`src/rtl/gcd_stein.sv`:
```
// Binary (Stein) GCD engine with busy/done handshake, zero-operand shortcut and
// per-operation compute-edge count.
module gcd_stein #(
  parameter int unsigned WIDTH = 8,
  localparam int unsigned CW = $clog2(4*WIDTH+5)
) (
  input  logic             clk,
  input  logic             rst,
  input  logic             start,
  input  logic [WIDTH-1:0] P,
  input  logic [WIDTH-1:0] Q,
  output logic [WIDTH-1:0] R,
  output logic             done,
  output logic             busy,
  output logic [CW-1:0]    cycles
);

  localparam int unsigned KW = $clog2(WIDTH) + 1;

  typedef enum logic [2:0] {StIdle, StStrip, StOddx, StLoop, StDone} state_e;

  state_e           state_q, state_d;
  logic [WIDTH-1:0] x_q, x_d, y_q, y_d, r_q, r_d;
  logic [KW-1:0]    k_q, k_d;
  logic [CW-1:0]    cnt_q, cnt_d, cycles_q, cycles_d;
  logic             done_q, done_d;
  logic             busy_st;

  assign busy_st = (state_q == StStrip) || (state_q == StOddx) || (state_q == StLoop);

  always_comb begin
    state_d  = state_q;
    x_d      = x_q;
    y_d      = y_q;
    k_d      = k_q;
    r_d      = r_q;
    cycles_d = cycles_q;
    done_d   = done_q;
    cnt_d    = busy_st ? cnt_q + CW'(1) : cnt_q;

    case (state_q)
      StIdle, StDone: begin
        if (start) begin
          if ((P == '0) || (Q == '0)) begin
            r_d      = P | Q;
            cycles_d = '0;
            done_d   = 1'b1;
            state_d  = StDone;
          end else begin
            x_d     = P;
            y_d     = Q;
            k_d     = '0;
            cnt_d   = '0;
            done_d  = 1'b0;
            state_d = StStrip;
          end
        end
      end
      StStrip: begin
        // Common factors of two are removed here and restored via k at the end.
        if (!x_q[0] && !y_q[0]) begin
          x_d = x_q >> 1;
          y_d = y_q >> 1;
          k_d = k_q + KW'(1);
        end else begin
          state_d = StOddx;
        end
      end
      StOddx: begin
        if (!x_q[0]) x_d = x_q >> 1;
        else         state_d = StLoop;
      end
      StLoop: begin
        // x is odd here, so the difference of two odds is even and y stays the one to shift.
        if (!y_q[0]) begin
          y_d = y_q >> 1;
        end else if (y_q == x_q) begin
          r_d      = x_q << k_q;
          cycles_d = cnt_q + CW'(1);
          done_d   = 1'b1;
          state_d  = StDone;
        end else if (x_q > y_q) begin
          x_d = y_q;
          y_d = x_q - y_q;
        end else begin
          y_d = y_q - x_q;
        end
      end
      default: state_d = StIdle;
    endcase
  end

  always_ff @(posedge clk) begin
    if (rst) begin
      state_q  <= StIdle;
      x_q      <= '0;
      y_q      <= '0;
      k_q      <= '0;
      cnt_q    <= '0;
      r_q      <= '0;
      cycles_q <= '0;
      done_q   <= 1'b0;
    end else begin
      state_q  <= state_d;
      x_q      <= x_d;
      y_q      <= y_d;
      k_q      <= k_d;
      cnt_q    <= cnt_d;
      r_q      <= r_d;
      cycles_q <= cycles_d;
      done_q   <= done_d;
    end
  end

  assign R      = r_q;
  assign done   = done_q;
  assign busy   = busy_st;
  assign cycles = cycles_q;

endmodule
```
`config.mk`:
```
export PLATFORM = sky130hd
export DESIGN_NAME = gcd_stein
export DESIGN_NICKNAME = d
export VERILOG_FILES = /design/src/rtl/gcd_stein.sv
export SDC_FILE = /design/constraint.sdc
export NUM_CORES = 1
export LEC_CHECK = 0
export BUFFER_PORTS_ARGS = -buffer_cell sky130_fd_sc_hd__buf_2
export CORE_ASPECT_RATIO = 1.2
export CORE_MARGIN = 8
export CORE_UTILIZATION = 64
export DETAILED_ROUTE_END_ITERATION = 16
export PLACE_DENSITY = 0.86
export SYNTH_ARGS = -nofsm -noshare
export SYNTH_HDL_FRONTEND = slang
export SYNTH_SLANG_ARGS = --single-unit
```
`constraint.sdc`:
```
create_clock -name clk -period 7 [get_ports clk]
set_input_delay 1.05 -clock clk [delete_from_list [all_inputs] [get_ports clk]]
set_output_delay 1.05 -clock clk [all_outputs]
set_load 0.02 [all_outputs]
```
== Word-level counts from Yosys, hierarchy flattened ==
Index checks and enable logic that the tools add are counted.
Operators by class
  bitwise gates (word level): 1
  add/subtract/negate cells: 4
  equality and inequality tests: 17
  reductions and logical operators: 22
  shift-type cells: 1
  order comparisons: 1
  multiplexer cells: 45
Operator list (count)
  $mux 8: 17
  $mux 6: 8
  $pmux 8 s4: 1
  $pmux 8 s3: 1
  $mux 3: 6
  $logic_not 8->1: 2
  $ne 2x2->1 const B: 8
  $pmux 8 s2: 1
  $sub 8x8->8: 2
  $reduce_and 5->1: 3
  $mux 4: 3
  $pmux 3 s4: 1
  $pmux 6 s2: 1
  $reduce_and 4->1: 3
  $eq 8x8->1: 1
  $gt 8x8->1: 1
  $or 8x8->8: 1
  $pmux 4 s2: 1
  $reduce_and 8->1: 1
  $shl 8x4->8: 1
  $reduce_and 7->1: 1
  $add 6x1->6 const B: 1
  $eq 3x2->1 const B: 2
  $ne 2x1->1 const B: 3
  14 further kinds: 21
Storage, ports and cells
  register bits: 44
  input bits: 19
  word-level logic and storage cells: 101
  output and inout port bits: 16

== Logic depth before layout (Yosys ltp) ==
  depth after elaboration: 7
  gate-level depth with buffers: 11
  depth with buffers taken out: 10

== Least setup slack after synthesis ==
No wires, ideal clock.
  kind: input port to flip-flop
  start: input Q[5]
  end: register r_q[7], in the netlist R[7]
  path slack: 4.695 ns
  library setup time: 0.086 ns
  buffers on the path: 2
  data required time: 6.914 ns
  cell stages on the path: 7
  arrival time: 2.218 ns
  path through: nor4_1 > nand2_1 > nand3_1 > buf_2 > nand3_4 > buf_6 > a221oi_2
On the way
  word-level cells in the longest chain between the ends: 4
RTL lines
  start: declaration: line 11  | input logic [WIDTH-1:0] Q,
  $logic_not 8->1: line 44  | if ((P == '0) || (Q == '0)) begin
  $logic_or 1x1->1: line 44
  $ne 2x2->1 (no line)
  $reduce_and 5->1 (no line)
  end signal: assignment: line 109  | r_q <= r_d;
  end: declaration: line 23  | logic [WIDTH-1:0] x_q, x_d, y_q, y_d, r_q, r_d;
No other way between the ends.
A chain may end at the register's enable or synchronous reset.

== Worst setup path in the final report ==
  start: register x_q[0]
  end: register x_q[4]
On the way
  word-level cells in the longest chain between the ends: 4
  elaborated cells between the ends (all ways): 9
  those cells by class: 1 x order compare; 5 x eq/ne; 3 x reduce/logical
RTL lines
  start: declaration: line 23
  start signal: assignment: line 96  | x_q <= '0;
  start signal: assignment: line 105  | x_q <= x_d;
  parallel branches: the longest is 3 deep, another holds $gt 8x8->1
  $reduce_and 8->1 (no line) (*)
Mark *: on every way between the ends.

==> impl_metrics.json <==
{
  "status": "completed",
  "drc": 0,
  "post_dp_cell_area_um2": 3450,
  "cp-end-kind": "register",
  "cts-buffers-inserted": 5,
  "worst_slew_pin_slew_ns": 1.12,
  "synth_nets": 446,
  "startpoint": "x_q[0]",
  "synth_area_leaders": "dfxtp_1 (26%), ha_1 (6.8%), mux2i_1 (4.8%)",
  "pre_cts_slack_ns": 4.11,
  "design_area_um2": 3550,
  "setup_viol": 0,
  "setup_slack_ns": 4.16,
  "ys_top_cells_by_count": "dfxtp_1 (44), nor2_1 (41), a21oi_1 (29)",
  "antenna_found_initial": 0,
  "tritoncts": "built",
  "postCtsSetupBuffers": 0,
  "whs_path_depth": 2,
  "synth-main-ff-cell": "dfxtp_1",
  "synthArstFlopShare": 0,
  "grt_use_total": 0.240,
  "synth_edf_count": 0,
  "initial_core_util": 0.669,
  "syn_area_um2": 3330,
  "rsz0062_at_grt": "false",
  "clockBufferDepth": 2,
  "crit_type": "reg -> reg",
  "arrival_ns": 3.06,
  "hp-start": "cycles[2]",
  "synthCells": 407,
  "finClkSkew_ns": 0.00697,
  "nets": 462,
  "wire_per_inst_um": 19.1,
  "core_um2": 4970,
  "cap_viol_max_count": 0,
  "grt_first_pass_wirelength_um": 14900,
  "drtAntennaViolNets": 0,
  "wirelength_um": 9250,
  "dieArea_um2": 7780,
  "clock-root-buffer": "clkbuf_8",
  "clock-sinks": 44,
  "area_growth_pct": 6.76,
  "hold_buffers": 0,
  "max_freq_mhz": 352,
  "slew_viol_final": 0,
  "synth.distinct_cells": 72,
  "firstDrtPassIters": 8,
  "grt_max_degree": 37,
  "slew_headroom": 0.249,
  "synth_top_area_frac": 0.265,
  "die-height_um": 95.0,
  "yosysSeqAreaShare": 0.265,
  "dpl.hpwl_um": 6920,
  "reg2reg_from": "x_q[0]",
  "cts_resized": 0,
  "critPathMaxFanout": 15,
  "clk_pin_slew_worst_paths_ns": 0.09,
  "ys_ff_latch": 44,
  "timing.hold.ws_ns": 0.450,
  "via_count": 3330,
  "ff2ff_path_depth": 10,
  "place.gp.congestion": 0.976,
  "port_buffers": 34,
  "ys_warn_count": 0,
  "min_path_type": "reg -> reg",
  "grt_pass1_vias": 3152,
  "final_hold_viol_count": 0,
  "tns_ns": 0,
  "syn_area_per_cell_um2": 8.18,
  "power.leakage_nw": 1.42,
  "diodes": 0,
  "cp.required_ns": 7.22,
  "yosys.cell_count.top_type": "dfxtp_1",
  "yosys.area.top_type": "dfxtp_1",
  "finalCritPeriodShare": 0.406,
  "viasPerCell": 6.88,
  "p_per_area_nw_per_um2": 555,
  "ir_drop_mv": 0.407,
  "chipWidth_um": 81.8,
  "grt-ovfl-total": 0,
  "htreeDepth": 2,
  "drive_gt1_frac": 0.156,
  "start_kind": "register",
  "io_pins": 35,
  "rows": 28,
  "finalCriticalPeriod_ns": 2.84,
  "insertion_delay_ns": 0.30,
  "drt_iter0_drc": 321
}
layer usage:
metal  GRT usage  share of wire
met1       0.273           0.37
met2       0.425           0.50
met3      0.0377          0.091
met4       0.111          0.040
met5           0              0
flip-flops by register name, summed over array words and instances, names as in the netlist:
signal	cells
y_q	8
state_q	3
x_q	8
R	8
cycles	6
done	1
cnt_q	6
k_q	4
final timing paths:
kind,endpoint,slack (ns)
setup / recovery,x_q[4],4.16
hold / removal,cycles[2],0.45
setup reg to reg,x_q[4],4.16
hold reg to reg,cycles[2],0.45
area by class of cell:
class                      count  area [µm²]
clock buffer                   6        72.6
clock inverter                 2        35.0
fill                         407        1420
inverter                      26        97.6
multi-input combinational    311        2220
sequential                    44         881
tap                           60        75.1
timing repair buffer          35         178
logic make-up after synthesis:
family | synth area share
and+or+nand+nor | 0.213
adders and majority gates | 0.0797
xor gates and xnor gates | 0.0368
AOI/OAI and AO/OA | 0.271
DFF | 0.265
muxes | 0.0650
buffers and inverters | 0.0699
layout by cell type (no fill, tap or decap), drive strengths merged, types with 4 or more instances in the layout:
master	count
dfxtp	44
nand3b	7
nor4	5
o21bai	4
xor2	8
a31oi	5
nor3	7
nor2	44
ha	18
a222oi	9
nand4	7
o211ai	4
xnor2	6
nand2	28
mux2i	16
buf	35
a221oi	5
a21oi	32
clkbuf	6
o21ai	24
a211oi	10
nand3	10
nand2b	6
inv	26
worst max-delay path, cell delays in order, from the launching register on:
cell	delay [ns]
dfxtp_1	0.49
inv_1	0.18
ha_1	0.26
inv_1	0.07
fa_1	0.19
nand3_1	0.16
a21oi_4	0.25
o211ai_2	0.14
a221oi_4	0.62
nor2_1	0.14
a211oi_2	0.24
metrics by stage:
stage / std cells / total power, W / utilization
2_1_floorplan: 407 / 0.00148 / -
3_3_place_gp: 476 / 0.00170 / 0.693
3_5_place_dp: 476 / 0.00174 / 0.693
4_1_cts: 484 / 0.00194 / 0.715
5_1_grt: 484 / 0.00209 / 0.715
6_report: 484 / 0.00197 / 0.715
report_power, final:
group / internal, W / total (W) / switching, W
Sequential: 0.000326 / 0.000457 / 0.000132
Combinational: 0.000512 / 0.00132 / 0.000807
Clock: 0.000106 / 0.000196 / 0.0000896
(Power assumes the default switching activity.)
